File: src/rtl/dsm_mod2.sv
// dsm_mod2 -- second-order, 1-bit delta-sigma modulator (CIFB topology).
//
// Latches a signed sample from the upstream sine generator whenever
// sample_en fires. The sample is clamped to +/-LIMIT so the loop stays
// stable. On every mod_en cycle the two integrators advance and a new
// pulse-density bit is registered on dout. This bit drives the DAC pin
// through an external RC filter.
//
// Ports:
//   clk       system clock (100 MHz)
//   rst       asynchronous reset, active low
//   sample_en single-cycle strobe, din valid this cycle
//   din       signed input sample, DATA_WIDTH bits
//   mod_en    modulator update strobe (oversampling rate, may be tied high)
//   dout      registered 1-bit modulated stream
//   overload  sticky flag, set once either integrator has saturated

module dsm_mod2 #(
   parameter int DATA_WIDTH = 16,
   parameter int ACC_WIDTH  = 20,    // must be >= DATA_WIDTH+3
   parameter int LIMIT      = 24576  // input clamp magnitude (0.75 FS)
) (
   input  logic                         clk,
   input  logic                         rst,
   input  logic                         sample_en,
   input  logic signed [DATA_WIDTH-1:0] din,
   input  logic                         mod_en,
   output logic                         dout,
   output logic                         overload
);

   // Two guard bits cover the worst-case integrator sum before saturation.
   localparam int SW = ACC_WIDTH + 2;

   localparam logic signed [DATA_WIDTH-1:0] LIM_POS = DATA_WIDTH'(LIMIT);
   localparam logic signed [DATA_WIDTH-1:0] LIM_NEG = -LIM_POS;

   // Feedback magnitude FS = 2^(DATA_WIDTH-1). It is zero-extended into the
   // wide domain, so it stays positive there.
   localparam logic signed [SW-1:0] FS_EXT =
      {{(SW-DATA_WIDTH){1'b0}}, 1'b1, {(DATA_WIDTH-1){1'b0}}};

   // Symmetric saturation bounds: +/-(2^(ACC_WIDTH-1)-1).
   localparam logic signed [ACC_WIDTH-1:0] ACC_MAX = {1'b0, {(ACC_WIDTH-1){1'b1}}};
   localparam logic signed [ACC_WIDTH-1:0] ACC_MIN = -ACC_MAX;
   localparam logic signed [SW-1:0]        SAT_MAX = {2'b00, ACC_MAX};
   localparam logic signed [SW-1:0]        SAT_MIN = -SAT_MAX;

   logic signed [DATA_WIDTH-1:0] x_hold;
   logic signed [DATA_WIDTH-1:0] x_clamp;
   logic signed [ACC_WIDTH-1:0]  i1;
   logic signed [ACC_WIDTH-1:0]  i2;
   logic signed [ACC_WIDTH-1:0]  i1n;
   logic signed [ACC_WIDTH-1:0]  i2n;
   logic signed [SW-1:0]         v;
   logic signed [SW-1:0]         s1;
   logic signed [SW-1:0]         s2;
   logic                         clip1;
   logic                         clip2;

   function automatic logic signed [ACC_WIDTH-1:0] sat(input logic signed [SW-1:0] s);
      if (s > SAT_MAX) begin
         sat = ACC_MAX;
      end else if (s < SAT_MIN) begin
         sat = ACC_MIN;
      end else begin
         sat = s[ACC_WIDTH-1:0];
      end
   endfunction

   // Input clamp to [-LIMIT, +LIMIT].
   // NOTE: every always_comb output is assigned on every path; a missing
   // branch would infer a latch.
   always_comb begin
      x_clamp = din;
      if (din > LIM_POS) begin
         x_clamp = LIM_POS;
      end else if (din < LIM_NEG) begin
         x_clamp = LIM_NEG;
      end
   end

   // Loop arithmetic. The feedback v comes from the registered dout.
   // The second integrator consumes the new i1 value (i1n), not the old one.
   always_comb begin
      v     = dout ? FS_EXT : -FS_EXT;
      s1    = SW'(i1) + SW'(x_hold) - v;
      clip1 = (s1 > SAT_MAX) || (s1 < SAT_MIN);
      i1n   = sat(s1);
      s2    = SW'(i2) + SW'(i1n) - (v <<< 1);
      clip2 = (s2 > SAT_MAX) || (s2 < SAT_MIN);
      i2n   = sat(s2);
   end

   // A sample_en that coincides with mod_en updates x_hold at the same edge.
   // The loop therefore still sees the previous sample on that cycle.
   // NOTE: state registers use non-blocking assignments, so every register
   // samples pre-edge values regardless of statement order.
   // NOTE: this design has no memories; every register is cleared by the
   // asynchronous reset.
   always_ff @(posedge clk or negedge rst) begin
      if (!rst) begin
         x_hold   <= '0;
         i1       <= '0;
         i2       <= '0;
         dout     <= 1'b0;
         overload <= 1'b0;
      end else begin
         if (sample_en) begin
            x_hold <= x_clamp;
         end
         if (mod_en) begin
            i1   <= i1n;
            i2   <= i2n;
            dout <= ~i2n[ACC_WIDTH-1];  // i2n >= 0, zero maps to 1
            if (clip1 || clip2) begin
               overload <= 1'b1;
            end
         end
      end
   end

endmodule

File: config.mk
export PLATFORM = sky130hd
export DESIGN_NAME = dsm_mod2
export DESIGN_NICKNAME = d
export VERILOG_FILES = /design/src/rtl/dsm_mod2.sv
export SDC_FILE = /design/constraint.sdc
export NUM_CORES = 1
export LEC_CHECK = 0
export CELL_PAD_IN_SITES_DETAIL_PLACEMENT = 1
export CELL_PAD_IN_SITES_GLOBAL_PLACEMENT = 2
export CORE_ASPECT_RATIO = 1.25
export CORE_MARGIN = 2
export CORE_UTILIZATION = 41
export CTS_CLUSTER_DIAMETER = 50
export DETAILED_ROUTE_END_ITERATION = 8
export PLACE_DENSITY_LB_ADDON = 0.15
export SYNTH_ARGS = -nofsm -noshare
export SYNTH_HDL_FRONTEND = slang
export SYNTH_SLANG_ARGS = --single-unit
export TNS_END_PERCENT = 1
File: constraint.sdc
create_clock -name clk -period 13.98 [get_ports clk]
set_input_delay 4.194 -clock clk [delete_from_list [all_inputs] [get_ports clk]]
set_output_delay 4.194 -clock clk [all_outputs]
set_load 0.03 [all_outputs]
==> results of run 1 <==
## kinds of logic after synthesis
family	count (synthesis)	synth area share, %
AOI/OAI and AO/OA	240	25.9
and+or+nand+nor	228	18.2
buffers and inverters	156	10.2
adders and majority gates	80	17.3
DFF	58	23.8
xor gates and xnor gates	25	3.72
muxes	5	0.842
## state kept, by name, indices dropped and copies added, names as in the netlist
name,flops
i2,20
x_hold,16
i1,20
overload,1
dout,1
## final cells by class
type | count | area [um2] | share of cell area (%)
multi-input cells | 578 | 4030 | 59.7
flip-flops and latches | 58 | 1450 | 21.5
inverters | 127 | 477 | 7.07
repair buffers | 27 | 245 | 3.64
clock buffers | 10 | 239 | 3.55
well taps | 178 | 223 | 3.30
clock inverters | 5 | 78.8 | 1.17
## stage by stage
stage / hold slack [ns] / cell area [um2] / std cells / setup slack, ns
2_1_floorplan: 0.473 / 6090 / 792 / 6.94
3_3_place_gp: 0.501 / 6420 / 968 / 6.31
3_5_place_dp: 0.512 / 6420 / 968 / 5.89
4_1_cts: 0.525 / 6740 / 983 / 5.84
5_1_grt: 0.575 / 6740 / 983 / 5.12
6_report: 0.521 / 6740 / 983 / 5.83
## worst max-delay path: cells and delay by family, from the launching register on
| kind | cells | cell delay, ns |
|---|---|---|
| AOI/OAI and AO/OA | 11 | 3.09 |
| and+or+nand+nor | 8 | 1.98 |
| adders and majority gates | 4 | 1.48 |
| DFF | 1 | 0.59 |
| buffers and inverters | 4 | 0.53 |
| xor gates and xnor gates | 2 | 0.36 |
## cell usage after synthesis, types with 11 or more instances
cell type,number
sky130_fd_sc_hd__nor2_1,69
sky130_fd_sc_hd__nand3_1,11
sky130_fd_sc_hd__a211oi_1,12
sky130_fd_sc_hd__ha_1,73
sky130_fd_sc_hd__a21o_1,15
sky130_fd_sc_hd__inv_1,125
sky130_fd_sc_hd__a21oi_1,76
sky130_fd_sc_hd__xnor2_1,20
sky130_fd_sc_hd__clkbuf_1,20
sky130_fd_sc_hd__nor3_1,14
sky130_fd_sc_hd__dfrtp_1,58
sky130_fd_sc_hd__o21ai_0,49
sky130_fd_sc_hd__nand2_1,62
## worst paths after layout
check                                   start                     end  slack [ns]  depth (start not counted)
max                          dout$_DFFE_PN0P_       i2[8]$_DFFE_PN0P_        5.83                         29
min                        i2[11]$_DFFE_PN0P_      i2[11]$_DFFE_PN0P_        0.52                          2
max reg2reg                  dout$_DFFE_PN0P_       i2[8]$_DFFE_PN0P_        5.83                         29
min reg2reg                i2[11]$_DFFE_PN0P_      i2[11]$_DFFE_PN0P_        0.52                          2
max in group asynchronous                 rst      i1[17]$_DFFE_PN0P_        9.44                          2
min in group asynchronous                 rst  x_hold[13]$_DFFE_PN0P_        3.98                          2
## per-layer routing
layer | up-vias | GRT usage [%]
li1 | 2785 | -
met1 | 2773 | 29.3
met2 | 81 | 44.2
met3 | 20 | 2.68
met4 | 0 | 5.84
met5 | - | 0
==> PnR_summary.wiki, run 1 <==
{| class="wikitable"
! Metric !! Value
|-
| Period Utilization, post-route || 58.3%
|-
| CTS buffer count || 9
|-
| Worst-path clk slew || 0.05 ns
|-
| Final antenna-violating net count || 0
|-
| TritonRoute pass-1 iters || 6
|-
| Crit path largest cell delay || 0.59 ns
|-
| Synth-to-Final Area Change || 10.6%
|-
| Count of fill cells added during filler insertion || 1812
|-
| Most frequent standard cell in the layout excluding fill and tap cells || sky130_fd_sc_hd__inv_1
|-
| Syn avg cell area || 7.69 um2
|-
| Outcome || finished, violations left
|-
| CTS H-Tree Depth || 3
|-
| Buffers added on ports || 21
|-
| Accumulated negative setup slack || 0 ns
|-
| Type of the worst setup path || flop to flop
|-
| Slowest-stage cell, CP || sky130_fd_sc_hd__dfrtp_1
|-
| Global-route total usage across every layer || 23.9%
|-
| Fraction of post-synthesis cell area in the top cell type by area || 23.8%
|-
| Net count, final || 901
|-
| Clock tree from TritonCTS || built
|-
| WL/cell || 18.6 um
|-
| Worst hold path type || flop to flop
|-
| Worst endpoint required time || 14.20 ns
|-
| Clock Sinks || 58
|-
| Detailed Route Iter0 Violations || 193
|-
| Unique masters post-synth || 80
|-
| Area inside the core boundary || 14500 um2
|-
| Final antenna diode count || 0
|-
| Overall overflow remaining after global route || 0
|-
| Post-CTS Repair Setup Buffers || 0
|-
| Vias in the first global route || 6006
|-
| Register bit total from synthesis || 58
|-
| Starting utilization of the core area || 42.1%
|-
| Crit path launch type || flop
|-
| Ratio of cells with drive above 1 in the final layout || 6.21%
|-
| Final HPWL DP || 14.8 mm
|-
| Number of instances in the synthesized netlist || 792
|-
| Top-level port count || 22
|-
| Upper clock frequency limit || 123 MHz
|-
| Violated checks || DRC
|-
| Number of buffers inserted for hold repair after clock tree synthesis || 0
|-
| Site Rows || 49
|-
| Final min period || 8.15 ns
|-
| Number of buffers on the longest clock path || 2
|-
| Met1 WL || 8.04 mm
|-
| Post-Route Utilization || 46.6%
|-
| Number of max-cap violations || 0
|-
| Post-CTS Resized || 0
|-
| Share of async-settable or async-resettable flops after synthesis || 100%
|-
| Top post-synthesis cells by area || sky130_fd_sc_hd__dfrtp_1 24%, sky130_fd_sc_hd__ha_1 15%, sky130_fd_sc_hd__inv_1 7.7%, sky130_fd_sc_hd__a21oi_1 6.2%, sky130_fd_sc_hd__nor2_1 4.3%
|-
| Count of final max-slew check failures || 0
|-
| Metal3 WL || 420 um
|-
| Top_reg_cell synth || sky130_fd_sc_hd__dfrtp_1
|-
| Worst Clk Skew || 0.00616 ns
|-
| Leading area contributor after synthesis || sky130_fd_sc_hd__dfrtp_1
|-
| Clock latency reported for the late side of the worst-skew pair || 0.34 ns
|-
| Last weighted congestion value of the routability-driven placer || 0.900
|-
| Setup repair after global routing missed its margin || false
|-
| Met2 Routed Length || 9.51 mm
|-
| Remaining DRCs || 1
|-
| Category of the worst setup path capture point || flop
|-
| Maximum number of pins on one net before global-route repair || 59
|-
| Slew Limit Headroom || 47.6%
|-
| Signal arrival time at the worst endpoint || 8.37 ns
|-
| First-pass GRT wire length || 30.6 mm
|-
| Root buf cell || sky130_fd_sc_hd__clkbuf_16
|-
| Uppermost routed layer || met4
|-
| Max Fanout on Critical Path || 15
|-
| Number of nets produced by synthesis || 892
|-
| Width of the die || 113 um
|-
| Hold violation count in the final report || 0
|-
| Share of the yosys chip area belonging to registers || 23.8%
|-
| Most frequent cells in the layout || 125 x sky130_fd_sc_hd__inv_1, 76 x sky130_fd_sc_hd__a21oi_1, 73 x sky130_fd_sc_hd__ha_1
|-
| Setup violation total in the final timing report || 0
|-
| Total detailed-routing wirelength || 18.2 mm
|-
| Vias || 5659
|-
| Full die area || 15900 um2
|-
| Netlist area before placement || 6090 um2
|-
| Die height || 140 um
|-
| Vias per Instance || 5.76
|-
| Actual transition at the worst max-transition pin || 0.776 ns
|-
| Synthesis Warnings || 0
|-
| Post-synth EDFFs || 0
|-
| Initial antenna violation count || 0
|}
Power of run 1 is not shown: default switching activity piles up to over one toggle a cycle in this logic, so the estimate is an artifact.
==> inputs of run 2 (changes only) <==
--- a/config.mk
+++ b/config.mk
@@ -9,7 +9,7 @@
 export CELL_PAD_IN_SITES_GLOBAL_PLACEMENT = 2
 export CORE_ASPECT_RATIO = 1.25
 export CORE_MARGIN = 2
-export CORE_UTILIZATION = 41
+export CORE_UTILIZATION = 38
 export CTS_CLUSTER_DIAMETER = 50
 export DETAILED_ROUTE_END_ITERATION = 8
 export PLACE_DENSITY_LB_ADDON = 0.15
==> constraint.sdc (replaced) <==
create_clock -name clk -period 8.2 [get_ports clk]
set_input_delay 2.46 -clock clk [delete_from_list [all_inputs] [get_ports clk]]
set_output_delay 2.46 -clock clk [all_outputs]
set_load 0.03 [all_outputs]
==> run 2 against run 1 <==
The run now ends clean. Sequential cell count unchanged. Register-to-register slack got worse by 5.2 ns. Sequential share of layout area is 0.27 points lower. Clock skew is 0.0011 ns higher. Largest cell class unchanged. Worst hold slack lost 0.0012 ns. First-iteration DRC count grew 4.1%. Utilization is 2.8 points lower. Die area rose by 7.6%.
==> PnR_summary.wiki, run 2 (synthesis gave the netlist of run 1 again) <==
{| class="wikitable"
! Metric !! Value
|-
| Worst hold path type || flop to flop
|-
| Count of final max-slew check failures || 0
|-
| Crit path launch type || flop
|-
| Metal3 WL || 445 um
|-
| Count of non-filler cells in the finished layout || 1021
|-
| Worst endpoint required time || 8.42 ns
|-
| Clock Sinks || 58
|-
| Count of fill cells added during filler insertion || 1953
|-
| Net count, final || 904
|-
| Site Rows || 51
|-
| Category of the worst setup path capture point || flop
|-
| Buffers added on ports || 21
|-
| Worst-path clk slew || 0.06 ns
|-
| Clock tree from TritonCTS || built
|-
| Top-level port count || 22
|-
| Root buf cell || sky130_fd_sc_hd__clkbuf_16
|-
| Hold violation count in the final report || 0
|-
| Area taken by multi-input logic gates || 4080 um2
|-
| Top cell by count, worst path || sky130_fd_sc_hd__ha_1
|-
| Worst Clk Skew || 0.00727 ns
|-
| Remaining DRCs || 0
|-
| Area inside the core boundary || 15600 um2
|-
| Final antenna-violating net count || 0
|-
| Type of the worst setup path || flop to flop
|-
| Setup violation total in the final timing report || 0
|-
| Overall overflow remaining after global route || 0
|-
| Slowest-stage cell, CP || sky130_fd_sc_hd__or4_1
|-
| Depth of the most critical reg-to-reg path || 29
|-
| Ratio of cells with drive above 1 in the final layout || 7.54%
|-
| Initial antenna violation count || 0
|-
| Met1 WL || 7.84 mm
|-
| Upper clock frequency limit || 132 MHz
|-
| Min-Delay Path Depth || 2
|-
| Uppermost routed layer || met4
|-
| Slew Limit Headroom || 44.9%
|-
| Full die area || 17100 um2
|-
| Final HPWL DP || 15.1 mm
|-
| Last weighted congestion value of the routability-driven placer || 0.909
|-
| Starting utilization of the core area || 39.0%
|-
| Total detailed-routing wirelength || 18.4 mm
|-
| Period Utilization, post-route || 92.6%
|-
| Vias per Instance || 5.51
|-
| Signal arrival time at the worst endpoint || 7.81 ns
|-
| Number of buffers on the longest clock path || 2
|-
| Worst setup margin || 0.605 ns
|-
| Number of max-cap violations || 0
|-
| Most frequent standard cell in the layout excluding fill and tap cells || sky130_fd_sc_hd__inv_1
|-
| Die height || 146 um
|-
| Setup repair after global routing missed its margin || false
|-
| Most frequent cells in the layout || 125 x sky130_fd_sc_hd__inv_1, 76 x sky130_fd_sc_hd__a21oi_1, 73 x sky130_fd_sc_hd__ha_1
|-
| Vias in the first global route || 5978
|-
| Post-place setup slack || 0.0306 ns
|-
| WL/cell || 18.0 um
|-
| Combined flip-flop and latch cell area || 1450 um2
|-
| Synth-to-Final Area Change || 12.2%
|-
| Max Fanout on Critical Path || 12
|-
| Clock latency reported for the late side of the worst-skew pair || 0.34 ns
|-
| Crit path largest cell delay || 0.56 ns
|-
| Met2 Routed Length || 9.83 mm
|-
| TritonRoute pass-1 iters || 6
|-
| Number of instances in the placed design || 1005
|-
| Vias || 5624
|-
| CTS buffer count || 9
|-
| Outcome || finished, final reports clean
|-
| First-pass GRT wire length || 30.2 mm
|-
| Maximum number of pins on one net before global-route repair || 59
|-
| Global-route total usage across every layer || 22.3%
|-
| Width of the die || 117 um
|-
| Post-CTS Repair Setup Buffers || 0
|-
| Actual transition at the worst max-transition pin || 0.816 ns
|-
| Final min period || 7.59 ns
|-
| Design Area, Final || 6840 um2
|-
| CTS H-Tree Depth || 3
|-
| Final antenna diode count || 0
|-
| Registers with the most flip-flops || i1: 20 flops, i2: 20 flops, x_hold: 16 flops
|-
| Detailed Route Iter0 Violations || 201
|-
| Accumulated negative setup slack || 0 ns
|-
| Area of placed instances || 6490 um2
|}
[run 2: worst paths after layout]
| check | from | end | slack (ns) |
|---|---|---|---|
| setup reg to reg | i1[2]$_DFFE_PN0P_ | i2[8]$_DFFE_PN0P_ | 0.61 |
| hold / removal | i2[5]$_DFFE_PN0P_ | i2[5]$_DFFE_PN0P_ | 0.52 |
| setup / recovery | i1[2]$_DFFE_PN0P_ | i2[8]$_DFFE_PN0P_ | 0.61 |
| max in group asynchronous | rst | dout$_DFFE_PN0P_ | 5.33 |
| hold reg to reg | i2[5]$_DFFE_PN0P_ | i2[5]$_DFFE_PN0P_ | 0.52 |
| min in group asynchronous | rst | x_hold[14]$_DFFE_PN0P_ | 2.28 |
[run 2: repair_timing]
item,4_1_cts,5_1_grt
resized for setup,0,12
hold buffers,0,0
setup endpoints to repair,0,20
[run 2: critical path: cells and delay by family (launching register included)]
| family | cells | cell delay [ns] |
|---|---|---|
| adders and majority gates | 4 | 1.21 |
| AOI/OAI and AO/OA | 11 | 2.85 |
| and+or+nand+nor | 9 | 2.59 |
| xor gates and xnor gates | 2 | 0.27 |
| buffers and inverters | 3 | 0.16 |
| DFF | 1 | 0.38 |
[run 2: through the flow]
stage / utilization [%] / hold WS (ns)
4_1_cts: 43.4 / 0.527
3_3_place_gp: 41.5 / 0.502
5_1_grt: 43.7 / 0.567
6_report: 43.7 / 0.519
3_5_place_dp: 41.5 / 0.514
2_1_floorplan: - / 0.473
[run 2: final cells by class]
cell class | instances | area share (%)
Tap cell | 212 | 3.88
Clock buffer | 10 | 3.35
Clock inverter | 6 | 0.988
Inverter | 127 | 6.97
Sequential cell | 58 | 21.3
Multi-Input combinational cell | 578 | 59.6
Timing Repair Buffer | 30 | 3.92
[run 2: per-layer routing]
layer,global-route usage (%),vias up
li1,-,2785
met1,27.2,2758
met2,40.7,63
met3,2.67,18
met4,5.71,0
met5,0,-
Power of run 2 is left out for the same reason.
==> inputs of run 3 (changes only) <==
--- a/config.mk
+++ b/config.mk
@@ -12,6 +12,7 @@
 export CORE_UTILIZATION = 38
 export CTS_CLUSTER_DIAMETER = 50
 export DETAILED_ROUTE_END_ITERATION = 8
+export HOLD_SLACK_MARGIN = 0.05
 export PLACE_DENSITY_LB_ADDON = 0.15
 export SYNTH_ARGS = -nofsm -noshare
 export SYNTH_HDL_FRONTEND = slang
==> results of run 3 <==
Same layout as run 2: the final DEF is identical, and so are final timing and power.
Power of run 3 is left out for the same reason.
